## src/rtl/xbar_cfg.sv

```systemverilog
// Configurable bit crossbar: every output bit picks one input bit through a
// select field. Select fields are streamed in chunk by chunk into a shadow
// register and only copied to the active configuration in a single commit
// cycle, so the routed outputs never observe a partially loaded setup.
module xbar_cfg #(
   parameter int IN_WIDTH  = 15,
   parameter int OUT_WIDTH = 16,
   parameter int SEL_WIDTH = 4,
   parameter int CFG_CHUNK = 8
) (
   input  logic                            clk,
   input  logic                            reset,
   input  logic [IN_WIDTH-1:0]             io_xbar_in,
   output logic [OUT_WIDTH-1:0]            io_xbar_out,
   input  logic                            io_cfg_start,
   input  logic                            io_cfg_valid,
   output logic                            io_cfg_ready,
   input  logic [CFG_CHUNK-1:0]            io_cfg_data,
   output logic                            io_cfg_busy,
   output logic                            io_cfg_done,
   output logic [OUT_WIDTH*SEL_WIDTH-1:0]  io_active_cfg
);

   localparam int CFG_BITS    = OUT_WIDTH * SEL_WIDTH;
   localparam int NUM_CHUNKS  = (CFG_BITS + CFG_CHUNK - 1) / CFG_CHUNK;
   localparam int SHADOW_BITS = NUM_CHUNKS * CFG_CHUNK;
   localparam int CNT_W       = (NUM_CHUNKS > 1) ? $clog2(NUM_CHUNKS) : 1;
   localparam int PAD_WIDTH   = 1 << SEL_WIDTH;

   typedef enum logic [1:0] {
      IDLE   = 2'd0,
      LOAD   = 2'd1,
      COMMIT = 2'd2
   } state_t;

   state_t                  state_reg, state_next;
   logic [CNT_W-1:0]        cnt_reg, cnt_next;
   logic [SHADOW_BITS-1:0]  shadow_reg, shadow_next;
   logic [CFG_BITS-1:0]     active_reg;
   logic                    done_reg;
   logic [OUT_WIDTH-1:0]    xbar_out_reg;
   logic [OUT_WIDTH-1:0]    xbar_out_next;
   logic [PAD_WIDTH-1:0]    in_pad;

   // State register
   always_ff @(posedge clk or negedge reset) begin
      if (!reset) begin
         state_reg <= IDLE;
      end else begin
         state_reg <= state_next;
      end
   end

   // Next-state, load bookkeeping and handshake outputs
   always_comb begin
      state_next   = state_reg;
      cnt_next     = cnt_reg;
      shadow_next  = shadow_reg;
      io_cfg_ready = 1'b0;
      io_cfg_busy  = 1'b0;
      case (state_reg)
         IDLE: begin
            if (io_cfg_start) begin
               state_next  = LOAD;
               cnt_next    = '0;
               shadow_next = '0;
            end
         end
         LOAD: begin
            io_cfg_ready = 1'b1;
            io_cfg_busy  = 1'b1;
            if (io_cfg_start) begin
               // Restart drops any beat offered in the same cycle
               cnt_next    = '0;
               shadow_next = '0;
            end else if (io_cfg_valid) begin
               shadow_next[cnt_reg*CFG_CHUNK +: CFG_CHUNK] = io_cfg_data;
               if (cnt_reg == CNT_W'(NUM_CHUNKS - 1)) begin
                  state_next = COMMIT;
                  cnt_next   = '0;
               end else begin
                  cnt_next = cnt_reg + 1'b1;
               end
            end
         end
         COMMIT: begin
            io_cfg_busy = 1'b1;
            state_next  = IDLE;
         end
         default: begin
            state_next = IDLE;
         end
      endcase
   end

   // Chunk counter and shadow configuration
   always_ff @(posedge clk or negedge reset) begin
      if (!reset) begin
         cnt_reg    <= '0;
         shadow_reg <= '0;
      end else begin
         cnt_reg    <= cnt_next;
         shadow_reg <= shadow_next;
      end
   end

   // Active configuration swaps atomically in COMMIT; done flags it one cycle later
   always_ff @(posedge clk or negedge reset) begin
      if (!reset) begin
         active_reg <= '0;
         done_reg   <= 1'b0;
      end else begin
         done_reg <= (state_reg == COMMIT);
         if (state_reg == COMMIT) begin
            active_reg <= shadow_reg[CFG_BITS-1:0];
         end
      end
   end

   // Zero-extend the inputs so out-of-range selects read a constant 0
   always_comb begin
      in_pad                 = '0;
      in_pad[IN_WIDTH-1:0]   = io_xbar_in;
   end

   genvar gi;
   generate
      for (gi = 0; gi < OUT_WIDTH; gi++) begin : g_route
         logic [SEL_WIDTH-1:0] sel;
         assign sel               = active_reg[gi*SEL_WIDTH +: SEL_WIDTH];
         assign xbar_out_next[gi] = in_pad[sel];
      end
   endgenerate

   // Registered crossbar outputs
   always_ff @(posedge clk or negedge reset) begin
      if (!reset) begin
         xbar_out_reg <= '0;
      end else begin
         xbar_out_reg <= xbar_out_next;
      end
   end

   assign io_xbar_out   = xbar_out_reg;
   assign io_cfg_done   = done_reg;
   assign io_active_cfg = active_reg;

endmodule

```

## config.mk

```make
export PLATFORM = sky130hd
export DESIGN_NAME = xbar_cfg
export DESIGN_NICKNAME = d
export VERILOG_FILES = /design/src/rtl/xbar_cfg.sv
export SDC_FILE = /design/constraint.sdc
export NUM_CORES = 1
export LEC_CHECK = 0
export ABC_CLOCK_PERIOD_IN_PS = 3700
export CAP_MARGIN = 10
export CORE_MARGIN = 2
export CORE_UTILIZATION = 59
export DETAILED_ROUTE_END_ITERATION = 10
export GPL_TIMING_DRIVEN = 0
export PLACE_DENSITY = 0.85
export REMOVE_ABC_BUFFERS = 1
export SLEW_MARGIN = 5
export SYNTH_ARGS = -nofsm -noshare
export SYNTH_HDL_FRONTEND = slang
export SYNTH_SLANG_ARGS = --single-unit
```

## constraint.sdc

```tcl
create_clock -name clk -period 3.7 [get_ports clk]
set_input_delay 0.37 -clock clk [delete_from_list [all_inputs] [get_ports clk]]
set_output_delay 0.37 -clock clk [all_outputs]
set_load 0.1 [all_outputs]
```

==> results of run 1 <==
==> cell type report <==
type	count	area (µm²)
Multi-Input combinational cell	372	3780
Sequential cell	150	3750
Fill cell	782	3460
Timing Repair Buffer	112	1150
Clock buffer	18	439
Clock inverter	14	226
Tap cell	176	220
Inverter	13	48.8
==> how the worst min path moves through the flow <==
stage	start	end	slack (ns)	cells after the start
2_1_floorplan	reset	cnt_reg[0]	0.07	0
3_5_place_dp	reset	io_cfg_done	0.40	1
6_report	reset	io_cfg_done	0.49	2
4_1_cts	io_active_cfg[54]	io_xbar_out[13]	0.50	1
5_1_grt	shadow_reg[52]	shadow_reg[52]	0.51	1
3_3_place_gp	io_active_cfg[34]	io_xbar_out[8]	0.47	1
==> report_power, final <==
| part | internal, mW | switching, mW |
|---|---|---|
| Clock | 1.22 | 0.702 |
| Combinational | 0.285 | 0.735 |
| Sequential | 1.69 | 0.0513 |
==> per-stage QoR <==
stage / hold WS [ns] / setup WS (ns) / area (µm²) / power [mW] / util (%)
after floorplan: 0.0744 / 1.07 / 7570 / 2.44 / -
after global placement: 0.475 / -3.41 / 8880 / 2.71 / 67.9
after detailed placement: 0.399 / 0.718 / 8940 / 2.75 / 68.4
after CTS: 0.496 / 0.669 / 9620 / 4.68 / 73.5
after global routing: 0.508 / 0.434 / 9620 / 4.84 / 73.5
final: 0.490 / 0.633 / 9620 / 4.68 / 73.5
==> cells by family (layout without fill, tap and decap cells) <==
family                   after synthesis  count (layout)  share of synthesized area [%]
AO/OA/AOI/OAI                        150             150                           14.2
flip-flops                           150             150                           48.1
multiplexers                         130             130                           25.3
AND/OR/NAND/NOR                       81              81                           7.11
buffers and inverters                 67             157                           3.53
adder cells (fa/ha/maj)               11              11                           1.76
==> Yosys cell counts (2+ instances only) <==
master / count
a21oi_1: 17
nor2b_1: 17
dfrtp_1: 150
nand3_1: 4
o221ai_1: 15
a22o_1: 56
buf_2: 9
o31ai_1: 7
mux2i_1: 19
nand2_1: 23
nor2_1: 7
buf_1: 8
mux4_2: 47
o21ai_0: 29
clkbuf_1: 33
nand3b_1: 3
buf_4: 3
nor3b_1: 3
inv_1: 13
nand4_1: 2
nor3_4: 2
o21ai_2: 4
nor4b_4: 2
mux2_2: 64
a211oi_1: 15
ha_1: 11
nor3_1: 2
o22ai_1: 2
nor4_1: 2
nor3b_2: 2
nand2b_1: 3
==> what timing repair did <==
item,4_1_cts,5_1_grt
hold buffers,1,0
hold endpoints to repair,62,0
buffers inserted,0,0
gates resized for setup,0,0
==> routing by layer <==
metal	global-route usage (%)	wire length, µm	up-vias
met5	0	0	-
met4	15.9	877	0
met3	6.47	1940	87
met2	51.5	11000	363
met1	41.6	8060	3083
li1	-	-	2433
==> worst reg2reg max path: cells and delay by family, from the launching register on <==
| kind | cells | cell delay, ns |
|---|---|---|
| buffers and inverters | 1 | 0.27 |
| flip-flops | 1 | 0.63 |
| adder cells (fa/ha/maj) | 2 | 0.83 |
| AND/OR/NAND/NOR | 2 | 0.72 |
| AO/OA/AOI/OAI | 2 | 0.50 |
==> flow_metrics.env, run 1 <==
export IMPL_boundaryPins=110
export IMPL_drc=0
export IMPL_die_h_um=119
export IMPL_fmax_mhz=326
export IMPL_gp_congestion=0.874
export IMPL_setup_violations=0
export IMPL_row_count=42
export IMPL_tightestPinTransition_ns=1.05
export IMPL_clock_latency_ns=0.43
export IMPL_yosysTopAreaCell="dfrtp_1"
export IMPL_regToRegSetupSlack_ns=0.63
export IMPL_synthTopCellsByArea="dfrtp_1 48%, mux4_2 14%, mux2_2 9.2%, a22o_1 6.3%, mux2i_1 2.4%"
export IMPL_maxCapViolations=0
export IMPL_area_growth_pct=23.4
export IMPL_cts_sinks=150
export IMPL_synth_distinct_cells=46
export IMPL_critPathLaunchType="register"
export IMPL_clkSlewWorstSetupHoldPaths_ns=0.06
export IMPL_crit_chain="inv_1 -> ha_1 -> ha_1 -> nor4b_4 -> a21oi_2 -> nand2b_1 -> o31ai_1"
export IMPL_synth_top_area_share_pct=48.1
export IMPL_diodes=0
export IMPL_critPathTopFamily="adder cells"
export IMPL_clock_root_buffer="clkbuf_16"
export IMPL_antenna_found_initial=0
export IMPL_clockBufferDepth=2
export IMPL_ant_nets=0
export IMPL_cts_buffers=17
export IMPL_synth_edff_count=0
export IMPL_p_leak_nw=3.96
export IMPL_initial_core_util_pct=59.6
export IMPL_cp_end_kind="register"
export IMPL_finClkSkew_ns=0.0108
export IMPL_routed_via_density=6.98
export IMPL_grt_overflow_total=0
export IMPL_placed_cells_incl_taps=822
export IMPL_syn_area_per_cell_um2=13.2
export IMPL_final_max_slew_viol_count=0
export IMPL_cp_max_fo=15
export IMPL_regToRegEndpoint="shadow_reg[2]"
export IMPL_max_vdd_ir_drop_mv=0.794
export IMPL_wl_per_cell_um=25.6
export IMPL_die_area_mm2=0.0142
export IMPL_crit_path_frequent_cell="ha_1"
export IMPL_cp_arrival_ns=3.39
export IMPL_hp_class="primary input to async pin"
export IMPL_drive_gt1_share_pct=24.2
export IMPL_r2r_start="cnt_reg[0]"
export IMPL_slowest_stage="dfrtp_1"
export IMPL_synth_area_mm2=0.00780
export IMPL_ys_seq_area_share_pct=48.1
export IMPL_cp_endpoint="shadow_reg[2]"
export IMPL_grt_pass1_wl_mm=34.1
export IMPL_setup_tns_final_ns=0
export IMPL_postSynth_asyncResetShare_pct=100
export IMPL_dp_hpwl_mm=13.1
export IMPL_ys_ff_latch=150
export IMPL_core_area_mm2=0.0131
export IMPL_crit_path_start="cnt_reg[0]"
export IMPL_min_period_ns=3.07
export IMPL_worstRegToRegCells=7
export IMPL_final_cell_mix="150 x dfrtp_1, 108 x clkdlybuf4s50_1, 64 x mux2_2"
export IMPL_worst_path_stages=7
export IMPL_fin_crit_sh_pct=82.9
export IMPL_first_pass_iters=5
export IMPL_cts_tree="yes"
export IMPL_critPathKind="register to register"
export IMPL_rsz0062_at_grt="false"
export IMPL_drt_iter0_markers=762
export IMPL_cpPeakStageDelay_ns=0.63
export IMPL_outcome="completed"
export IMPL_routed_wl_mm=21.9
export IMPL_numPortBuffers=109
export IMPL_dieWidth_um=119
export IMPL_track_usage_pct=32.0
export IMPL_vias=5966
export IMPL_synth_cells=589
export IMPL_yosys_most_used_dff="dfrtp_1"
export IMPL_powerDensity_mw_per_mm2=487
export IMPL_hold_viol=0
export IMPL_nets=704
export IMPL_synth_warning_count=0
export IMPL_cts_max_level=4
export IMPL_crit_buf_inv=1
export IMPL_finalNonFillerCells=855
export IMPL_grt_pass1_vias=5934
export IMPL_cp_required_ns=4.02
export IMPL_grt_max_degree=89
export IMPL_relSlewSlack_pct=29.7
export IMPL_layout_commonest_cell="dfrtp_1"
(Power assumes the default switching activity.)
==> inputs of run 2 (changes only) <==
Settings changed: ABC_CLOCK_PERIOD_IN_PS 3700 to 2550, CORE_UTILIZATION 59 to 50, PLACE_DENSITY 0.85 to 0.77.
Clock period 3.7 ns to 2.55 ns, I/O delays scaled along.
==> run 2 against run 1 <==
Power increased by 48%. Design area increased by 0.82%. Sequential power increased by 44%. Via count decreased by 3.1%. Clock skew decreased by 0.00091 ns. Global-route usage decreased by 4.7 points. Critical path depth decreased by 6. Worst setup slack got worse by 0.53 ns. Die area increased by 17%. Clock power increased by 51%. First-iteration DRC count decreased by 28%. Routed wire length decreased by 0.83%. Critical path type is now register to output port.
==> flow_metrics.env, run 2 (synthesized netlist as in run 1, its figures left out) <==
export IMPL_outcome="completed"
export IMPL_grt_pass1_vias=5826
export IMPL_cp_required_ns=2.30
export IMPL_crit_buf_inv=1
export IMPL_crit_path_start="io_active_cfg[12]"
export IMPL_crit_chain="clkdlybuf4s50_1"
export IMPL_cp_end_kind="output port"
export IMPL_critPathKind="register to output port"
export IMPL_gp_congestion=0.843
export IMPL_clock_latency_ns=0.43
export IMPL_clkSlewWorstSetupHoldPaths_ns=0.06
export IMPL_nets=706
export IMPL_routed_via_density=6.66
export IMPL_ant_nets=0
export IMPL_placed_cells_incl_taps=834
export IMPL_clockBufferDepth=2
export IMPL_final_cell_mix="148 x dfrtp_1, 106 x clkdlybuf4s50_1, 64 x mux2_2"
export IMPL_cts_sinks=150
export IMPL_min_period_ns=2.44
export IMPL_hold_viol=0
export IMPL_vias=5781
export IMPL_dp_hpwl_mm=13.3
export IMPL_grt_pass1_wl_mm=33.8
export IMPL_antenna_found_initial=0
export IMPL_critPathLaunchType="register"
export IMPL_layout_commonest_cell="dfrtp_1"
export IMPL_cts_tree="yes"
export IMPL_fin_crit_sh_pct=95.9
export IMPL_p_leak_nw=4.01
export IMPL_drt_iter0_markers=548
export IMPL_row_count=45
export IMPL_r2r_start="cnt_reg[0]"
export IMPL_tightestPinTransition_ns=1.05
export IMPL_die_h_um=129
export IMPL_cts_max_level=4
export IMPL_initial_core_util_pct=51.3
export IMPL_hp_class="primary input to async pin"
export IMPL_final_max_slew_viol_count=0
export IMPL_regToRegSetupSlack_ns=0.26
export IMPL_fmax_mhz=409
export IMPL_core_area_mm2=0.0152
export IMPL_clock_root_buffer="clkbuf_16"
export IMPL_powerDensity_mw_per_mm2=716
export IMPL_routed_wl_mm=21.7
export IMPL_finalNonFillerCells=868
export IMPL_drc=0
export IMPL_final_cell_area_mm2=0.00970
export IMPL_relSlewSlack_pct=29.6
export IMPL_grt_max_degree=79
export IMPL_diodes=0
export IMPL_max_vdd_ir_drop_mv=0.665
export IMPL_cpPeakStageDelay_ns=1.26
export IMPL_track_usage_pct=27.3
export IMPL_grt_overflow_total=0
export IMPL_fillers=1101
export IMPL_drive_gt1_share_pct=25.3
export IMPL_rsz0062_at_grt="false"
export IMPL_place_area_mm2=0.00897
export IMPL_slowest_stage="clkdlybuf4s50_1"
export IMPL_numPortBuffers=109
export IMPL_first_pass_iters=5
export IMPL_cts_buffers=17
export IMPL_wl_per_cell_um=25.0
export IMPL_die_area_mm2=0.0166
export IMPL_critPathTopFamily="buffers and inverters"
export IMPL_setup_violations=0
export IMPL_boundaryPins=110
export IMPL_finClkSkew_ns=0.00985
export IMPL_area_growth_pct=24.4
export IMPL_cp_arrival_ns=2.19
export IMPL_maxCapViolations=0
export IMPL_dieWidth_um=129
export IMPL_cp_max_fo=7
-- run 2: stage by stage --
stage | hold slack, ns | setup TNS, ns | utilization (%) | setup slack, ns | power, mW
6_report | 0.436 | 0 | 63.8 | 0.105 | 6.95
5_1_grt | 0.509 | 0 | 63.8 | 0.0199 | 7.20
4_1_cts | 0.444 | 0 | 63.6 | 0.0409 | 6.89
3_5_place_dp | 0.322 | -12.26 | 59.0 | -0.387 | 4.00
3_3_place_gp | 0.477 | -738.83 | 58.5 | -4.53 | 3.95
2_1_floorplan | -0.0406 | -2.06 | - | -0.0811 | 3.54
-- run 2: layout make-up --
type	count	area, µm²	area share, %
timing repair buffer	114	1170	12.0
tap	188	235	2.43
multi-input combinational	372	3810	39.3
sequential	150	3760	38.7
clock buffer	22	484	4.99
clock inverter	9	195	2.01
inverter	13	52.6	0.542
-- run 2: path summary, 6_finish.rpt --
check	end	depth (start not counted)
max	io_active_cfg[12]	1
min	io_cfg_done	2
max reg2reg	shadow_reg[2]	7
min reg2reg	shadow_reg[58]	1
max in group asynchronous	cnt_reg[0]	3
min in group clk	shadow_reg[58]	1
-- run 2: layer usage --
layer / up-vias / track usage (%) / wire length, µm
met3: 73 / 7.48 / 1790
met2: 304 / 43.0 / 10800
met5: - / 0 / 0
met4: 0 / 13.0 / 809
li1: 2424 / - / -
met1: 2980 / 35.4 / 8290
-- run 2: report_power, final --
| group | switching, mW | internal [mW] | total (mW) |
|---|---|---|---|
| Combinational | 1.09 | 0.457 | 1.55 |
| Clock | 0.964 | 1.93 | 2.89 |
| Sequential | 0.0505 | 2.45 | 2.51 |
-- run 2: what timing repair did --
| item | in CTS | in global routing |
|---|---|---|
| endpoints found under the hold margin | 72 | 0 |
| setup buffers | 1 | 1 |
| hold buffers | 1 | 0 |
| setup endpoints to repair | 65 | 13 |
| resized for setup | 5 | 8 |
| pin swaps | 0 | 1 |
